File: src/rtl/ram_3d_stream_reader.sv
`default_nettype none
`timescale 1ns/1ps
// ============================================================================
// Module      : ram_3d_stream_reader
// Description : Lock-step port-B reader for a multi-bank feature RAM that
//               emits one RAM_NUM-lane word per beat on a valid/ready stream.
// Revision    : 1.0 - initial release
// ============================================================================
module ram_3d_stream_reader #(
    parameter int RAM_NUM = 3,
    parameter int WIDTH   = 16,
    parameter int ADDRESS = 12
) (
    input  logic                clk,
    input  logic                rst,
    input  logic                start,
    input  logic [ADDRESS-1:0]  base_addr,
    input  logic [ADDRESS:0]    count,
    output logic                busy,
    output logic                done,
    output logic [RAM_NUM-1:0]  enb,
    output logic [RAM_NUM-1:0]  web,
    output logic [ADDRESS-1:0]  addrb [0:RAM_NUM-1],
    input  logic [WIDTH-1:0]    doutb [0:RAM_NUM-1],
    output logic                m_valid,
    input  logic                m_ready,
    output logic [WIDTH-1:0]    m_data [0:RAM_NUM-1],
    output logic                m_last
);

    localparam int LW = RAM_NUM * WIDTH;

    typedef enum logic [1:0] {
        S_IDLE  = 2'd0,
        S_RUN   = 2'd1,
        S_DRAIN = 2'd2
    } state_t;

    state_t               state_q;
    logic [ADDRESS-1:0]   base_q;
    logic [ADDRESS:0]     count_q;
    logic [ADDRESS:0]     issued_q;
    logic                 busy_q;
    logic                 done_q;
    logic                 inflight_q;
    logic                 inflight_last_q;

    logic [LW-1:0]        fifo_data_q [0:1];
    logic [1:0]           fifo_last_q;
    logic                 rd_ptr_q;
    logic                 wr_ptr_q;
    logic [1:0]           occ_q;

    logic                 w_pop;
    logic                 w_push;
    logic [2:0]           w_outstanding;
    logic                 w_credit_ok;
    logic                 w_issue;
    logic                 w_last_issue;
    logic [ADDRESS-1:0]   w_addr;
    logic [LW-1:0]        w_dout_flat;
    logic [LW-1:0]        w_head;

    assign m_valid = (occ_q != 2'd0);
    assign w_pop   = m_valid & m_ready;
    assign w_push  = inflight_q;

    // Words already owed to the FIFO (stored + in flight) may not exceed its depth.
    assign w_outstanding = {1'b0, occ_q} + {2'b00, inflight_q};
    assign w_credit_ok   = (w_outstanding - {2'b00, w_pop}) < 3'd2;
    assign w_issue       = (state_q == S_RUN) && (issued_q < count_q) && w_credit_ok;
    assign w_last_issue  = (issued_q == (count_q - {{ADDRESS{1'b0}}, 1'b1}));
    assign w_addr        = base_q + issued_q[ADDRESS-1:0];

    assign enb    = {RAM_NUM{w_issue}};
    assign web    = '0;
    assign busy   = busy_q;
    assign done   = done_q;
    assign w_head = fifo_data_q[rd_ptr_q];
    assign m_last = fifo_last_q[rd_ptr_q] & m_valid;

    generate
        for (genvar gi = 0; gi < RAM_NUM; gi++) begin : g_lane
            assign addrb[gi]                     = w_addr;
            assign w_dout_flat[gi*WIDTH +: WIDTH] = doutb[gi];
            assign m_data[gi]                    = w_head[gi*WIDTH +: WIDTH];
        end
    endgenerate

    always_ff @(posedge clk or negedge rst) begin
        if (!rst) begin
            state_q         <= S_IDLE;
            base_q          <= '0;
            count_q         <= '0;
            issued_q        <= '0;
            busy_q          <= 1'b0;
            done_q          <= 1'b0;
            inflight_q      <= 1'b0;
            inflight_last_q <= 1'b0;
        end else begin
            done_q          <= 1'b0;
            inflight_q      <= w_issue;
            inflight_last_q <= w_issue & w_last_issue;
            if (w_issue) begin
                issued_q <= issued_q + {{ADDRESS{1'b0}}, 1'b1};
            end
            case (state_q)
                S_IDLE: begin
                    if (start) begin
                        if (count == '0) begin
                            done_q <= 1'b1;
                        end else begin
                            base_q   <= base_addr;
                            count_q  <= count;
                            issued_q <= '0;
                            busy_q   <= 1'b1;
                            state_q  <= S_RUN;
                        end
                    end
                end
                S_RUN: begin
                    if (issued_q == count_q) begin
                        state_q <= S_DRAIN;
                    end
                end
                S_DRAIN: begin
                    state_q <= S_DRAIN;
                end
                default: begin
                    state_q <= S_IDLE;
                end
            endcase
            // The final beat leaving implies the FIFO is empty and nothing is in flight.
            if ((state_q != S_IDLE) && w_pop && m_last) begin
                state_q <= S_IDLE;
                busy_q  <= 1'b0;
                done_q  <= 1'b1;
            end
        end
    end

    always_ff @(posedge clk or negedge rst) begin
        if (!rst) begin
            for (int i = 0; i < 2; i++) begin
                fifo_data_q[i] <= '0;
            end
            fifo_last_q <= '0;
            rd_ptr_q    <= 1'b0;
            wr_ptr_q    <= 1'b0;
            occ_q       <= '0;
        end else begin
            if (w_push) begin
                fifo_data_q[wr_ptr_q] <= w_dout_flat;
                fifo_last_q[wr_ptr_q] <= inflight_last_q;
                wr_ptr_q              <= ~wr_ptr_q;
            end
            if (w_pop) begin
                rd_ptr_q <= ~rd_ptr_q;
            end
            occ_q <= occ_q + {1'b0, w_push} - {1'b0, w_pop};
        end
    end

endmodule
`default_nettype wire

File: config.mk
export PLATFORM = sky130hd
export DESIGN_NAME = ram_3d_stream_reader
export DESIGN_NICKNAME = d
export VERILOG_FILES = /design/src/rtl/ram_3d_stream_reader.sv
export SDC_FILE = /design/constraint.sdc
export NUM_CORES = 1
export LEC_CHECK = 0
export ABC_AREA = 1
export CORE_MARGIN = 1
export CORE_UTILIZATION = 40
export DETAILED_ROUTE_END_ITERATION = 10
export GPL_ROUTABILITY_DRIVEN = 0
export GPL_TIMING_DRIVEN = 0
export HOLD_SLACK_MARGIN = 0.1
export PLACE_DENSITY = 0.65
export SYNTH_ARGS = -nofsm -noshare
export SYNTH_HDL_FRONTEND = slang
export SYNTH_SLANG_ARGS = --single-unit
File: constraint.sdc
create_clock -name clk -period 2.7 [get_ports clk]
set_input_delay 0.27 -clock clk [delete_from_list [all_inputs] [get_ports clk]]
set_output_delay 0.27 -clock clk [all_outputs]
set_load 0.005 [all_outputs]
Word-level counts from Yosys, hierarchy flattened
Cells that the tools add are included.
Storage, ports and cells
  output and inout bits: 94
  bits of input ports: 77
  logic and storage cells: 88
  memories kept: 0
  memory bits (writable): 0
  flip-flop bits (word level): 146
  bits in latches: 0
  bits in read-only memories: 0
Operators by class
  equal/unequal tests: 8
  reductions and logical operators: 15
  mux-type cells: 28
  shifts and indexed selects: 0
  $lt $le $gt $ge: 8
  bitwise operators: 8
  add/sub/neg operators: 7
  div/mod/pow operators: 0
  multiply operators: 0
Operators by type and width (number)
  $mux W48: 4
  $bwmux W96: 1
  $mux W13: 4
  $demux W48 S1: 1
  $eq A13 B13 Y1: 2
  $add A13 B1 Y13 const B: 1
  $logic_not A13 Y1: 1
  $lt A13 B13 Y1: 1
  $sub A13 B1 Y13 const B: 1
  $add A12 B12 Y12: 1
  $mux W1: 11
  $reduce_and A3 Y1: 3
  $mux W2: 4
  $reduce_bool A2 Y1: 4
  $logic_and A1 B1 Y1: 6
  $ne A3 B3 Y1 const B: 2
  $pmux W2 S3: 1
  $ge A2 B2 Y1 const B: 2
  $lt A1 B2 Y1 const B: 2
  $not A1 Y2: 2
  $add A2 B1 Y3: 1
  $and A1 B1 Y1: 3
  $lt A3 B2 Y1 const B: 1
  $ne A3 B1 Y1 const B: 1
  other kinds (12): 14

Depth between registers and ports, before layout
  depth in word-level cells: 9
  gate-level depth with buffers: 19
  gate-level depth less buffers: 19

Worst setup path after synthesis
Ideal clock, no wire load.
  kind: register to output
  start point: register occ_q[1]
  end point: output port enb[0]
  required time: 2.430 ns
  buffers on the path: 1
  arrival time: 2.228 ns
  path slack: 0.202 ns
  cell stages (with the launch flop): 18
  cells stage by stage: dfrtp_1 > inv_1 > nand2_1 > nand2_1 > inv_1 > ha_1 > inv_1 > ha_1 > inv_1 > fa_1 > inv_1 > nor2_1 > nor2_1 > nand2_1 > inv_1 > nand3_2 > inv_2 > buf_4
On the way
  word-level cells in the longest chain between the ends: 5
  elaborated cells on any way between the ends: 6
  classes of those cells: add/sub (2); order compare (1); bitwise (1); reduce/logical (2)
Ends and longest elaborated chain
  start, declared: RTL line 52  | logic [1:0] occ_q;
  start signal, assigned: RTL line 160  | occ_q <= occ_q + {1'b0, w_push} - {1'b0, w_pop};
  $reduce_bool A2 Y1: RTL line 64  | assign m_valid = (occ_q != 2'd0);
  named net m_valid: RTL line 25  | output logic m_valid,
  $and A1 B1 Y1: RTL line 65  | assign w_pop = m_valid & m_ready;
  named net w_pop: RTL line 54  | logic w_pop;
  $sub A3 B1 Y3: RTL line 70  | assign w_credit_ok = (w_outstanding - {2'b00, w_pop}) < 3'd2;
  $lt A3 B2 Y1: RTL line 70
  $logic_and A1 B1 Y1: RTL line 71  | assign w_issue = (state_q == S_RUN) && (issued_q < count_q) && w_credit_ok;
  end, declared: RTL line 21  | output logic [RAM_NUM-1:0] enb,
The timed path passes the listed nets, and every way through them passes these cells.

Worst setup path in the final report
  start point: register occ_q[1]
  end point: output port enb[0]
On the way
  word-level cells in the longest chain between the ends: 5
  elaborated cells on any way between the ends: 6
  classes of those cells: add/sub (2); order compare (1); bitwise (1); reduce/logical (2)
Ends and longest elaborated chain (RTL line)
  $reduce_bool A2 Y1: 64
  $and A1 B1 Y1: 65
  named net w_pop: 54
  $sub A3 B1 Y3: 70
  $lt A3 B2 Y1: 70
  $logic_and A1 B1 Y1: 71
The timed path passes the listed nets, and every way through them passes these cells.

==> impl_metrics.py <==
metrics = {
    "status": {
        "status": "complete, but fails checks",
        "violations": "negative setup slack",
    },
    "timing": {
        "finClkSkew_ns": 0.0108,
        "slew_headroom": 0.610,
        "setup_ws_ns": -0.250,
        "tns_ns": -0.640,
        "holdWs_ns": 0.386,
        "rsz0062_at_grt": "true",
        "clock.fmax_mhz": 339,
        "min_period_ns": 2.95,
        "worst_slew_pin_slew_ns": 0.585,
        "drv_slew": 0,
        "hold_viol": 0,
        "setup_viol": 3,
        "fin_crit_sh": 1.09,
    },
    "final_layout": {
        "area_growth_pct": 40.8,
        "layout_commonest_cell": "nand2_1",
        "final_util": 0.575,
        "drive_above_1_share": 0.147,
        "final_cell_mix": "nand2_1, clkdlybuf4s50_1, dfrtp_1, inv_1, o21ai_0",
        "fillers": 1791,
        "fin_area_um2": 11200,
        "n_antenna_cell": 0,
        "nNetsFinal": 1380,
    },
    "power_and_ir_drop": {
        "p_int_mw": 8.05,
        "p_per_area_nw_per_um2": 1140,
        "p_seq_frac": 0.297,
        "p_clk_frac": 0.199,
        "leakagePower_nw": 5.69,
        "switchingPower_mw": 4.68,
        "pwr-share-comb": 0.504,
        "ir_drop_uv": 742,
        "swShare": 0.367,
    },
    "clocking": {
        "clkSinkCount": 146,
        "insertion_delay_ns": 0.42,
        "htree_levels": 4,
        "clkTransAtPathRegs_ns": 0.06,
        "cts_buffer_depth": 2,
        "cts_root_buf": "clkbuf_16",
        "cts_tree": "yes",
        "cts_buffers": 17,
    },
    "synth": {
        "synthArstFlopShare": 1.00,
        "synth_edf_count": 0,
        "syn_avg_cell_area_um2": 7.57,
        "yosys.area.top_type": "dfrtp_1",
        "ys_ff_latch": 146,
        "synth.distinct_cells": 33,
        "netlist_area_um2": 7950,
        "synth_top_cells_by_area": "dfrtp_1, nand2_1, o21ai_0",
        "synth-main-ff-cell": "dfrtp_1",
        "synth_top_area_share": 0.459,
        "ys_warn_count": 0,
        "yosysSeqAreaShare": 0.459,
        "syn_inst": 1051,
    },
    "detailed_routing": {
        "viasPerCell": 4.68,
        "drt_iter0_drc": 382,
        "drc": 0,
        "ant_nets": 0,
        "wl_um": 21100,
        "drtPass1Iterations": 4,
        "vias": 7248,
        "wire_per_inst_um": 13.7,
    },
    "setup_path": {
        "required_ns": 2.43,
        "crit_path_max_fanout": 3,
        "end_kind": "output pin",
        "criticalPathCategory": "register to output pin",
        "arrival_ns": 2.68,
        "worstSetupStartpointType": "register",
    },
    "die": {
        "die_h_um": 143,
        "pin_count": 171,
        "core-area_um2": 19500,
        "start_util": 0.409,
        "rows": 51,
        "fp.dieArea_um2": 20400,
        "die_w_um": 143,
    },
    "global_route": {
        "grt_max_degree": 88,
        "grt_pass1_vias": 7078,
        "gr-total-overflow": 0,
        "track_usage": 0.216,
        "antenna_found_initial": 0,
        "grt_pass1_wl_um": 34600,
    },
    "place": {
        "port_buffers": 167,
        "place_hpwl_um": 14800,
        "dpl_worst_slack_ns": -0.753,
        "place_area_um2": 9990,
    },
    "job": {
        "drv_cap": 0,
    },
    "worst_hold_path": {
        "hold_path_class": "input pin to register",
    },
}
-- sequential cells by signal (all words and copies together), names as in the netlist --
| register | count |
|---|---|
| fifo_data_q | 96 |
| state_q | 2 |
| done | 1 |
| count_q | 13 |
| issued_q | 13 |
| fifo_last_q | 2 |
| base_q | 12 |
| inflight_q | 1 |
| inflight_last_q | 1 |
| busy | 1 |
| rd_ptr_q | 1 |
| occ_q | 2 |
| wr_ptr_q | 1 |
-- worst paths after layout --
check	from	end	slack [ns]	cells past startpoint
worst max-delay path	occ_q[1]	enb[0]	-0.25	16
worst min-delay path	base_addr[9]	base_q[9]	0.39	3
worst max register to register	occ_q[1]	issued_q[9]	0.16	17
worst min register to register	fifo_data_q[70]	fifo_data_q[70]	0.48	2
max in group asynchronous	rst	fifo_data_q[57]	1.46	3
min in group asynchronous	rst	fifo_data_q[37]	0.42	2
-- cell usage after synthesis (2+ instances only) --
cell and number:
nand3_1 27, buf_2 10, a21oi_1 19, o21bai_1 3, nand2_1 402, ha_1 30
xor2_1 18, nor2_1 40, buf_4 30, dfrtp_1 146, xnor2_1 5, buf_1 3
nand4_1 13, nor3_1 7, nand3_2 5, nor2_4 3, o21ai_0 123, fa_1 2
nor2_2 4, inv_2 2, inv_1 123, o21ai_1 2, clkbuf_1 24
-- what timing repair did --
item / CTS / global route
setup endpoints to repair: 53 / 26
setup buffers: 27 / 10
hold buffers: 1 / 0
pin swaps: 23 / 27
hold endpoints to repair: 59 / 0
cloned: 0 / 0
gates resized for setup: 98 / 32
-- layout make-up --
type | instances | area (µm²) | share of cell area
Tap cell | 265 | 332 | 0.0296
Timing Repair Buffer | 204 | 1980 | 0.177
Sequential cell | 146 | 3670 | 0.327
Clock buffer | 18 | 439 | 0.0392
Clock inverter | 14 | 191 | 0.0171
Inverter | 125 | 477 | 0.0426
Buffer | 63 | 368 | 0.0329
Multi-Input combinational cell | 714 | 3740 | 0.334
-- routing by layer --
layer | vias to the layer above | track usage | wire length [µm]
li1 | 3678 | - | -
met1 | 3378 | 0.279 | 9510
met2 | 171 | 0.370 | 10400
met3 | 21 | 0.0399 | 924
met4 | 0 | 0.0543 | 288
met5 | - | 0 | 0
-- stage by stage --
stage,std cells,total power [mW]
after floorplan,1053,6.91
after global placement,1485,9.62
after detailed placement,1486,9.75
after CTS,1542,12.7
after global routing,1549,13.8
final,1549,12.7
-- power by group through the flow --
stage,clock network [mW],registers (mW),logic [mW]
after floorplan,0,3.65,3.26
after global placement,0,3.77,5.85
after detailed placement,0,3.79,5.96
after CTS,2.57,3.78,6.32
after global routing,2.67,3.91,7.23
final,2.53,3.78,6.41
-- cell families (layout without fill, tap and decap cells) --
kind of cell / after synthesis / count (layout) / share of synthesized area
flops: 146 / 146 / 0.459
fa+ha+maj: 32 / 32 / 0.0522
compound gates: 152 / 152 / 0.0985
simple gates: 504 / 504 / 0.256
other cells: 1 / 3 / 0.000472
xor+xnor: 23 / 23 / 0.0253
buf+inv: 193 / 424 / 0.108
-- worst max-delay path, stage by stage, from the launching register on --
cell,delay [ns]
dfrtp_1,0.39
inv_2,0.08
nand2_4,0.07
nand2_4,0.07
inv_2,0.04
ha_4,0.26
inv_4,0.03
ha_4,0.14
inv_2,0.05
fa_2,0.45
nand2_2,0.12
inv_2,0.06
nand3_4,0.10
clkinv_4,0.06
buf_6,0.13
buf_6,0.11
buf_6,0.10
No activity file was read; power rests on OpenSTA's default activity.
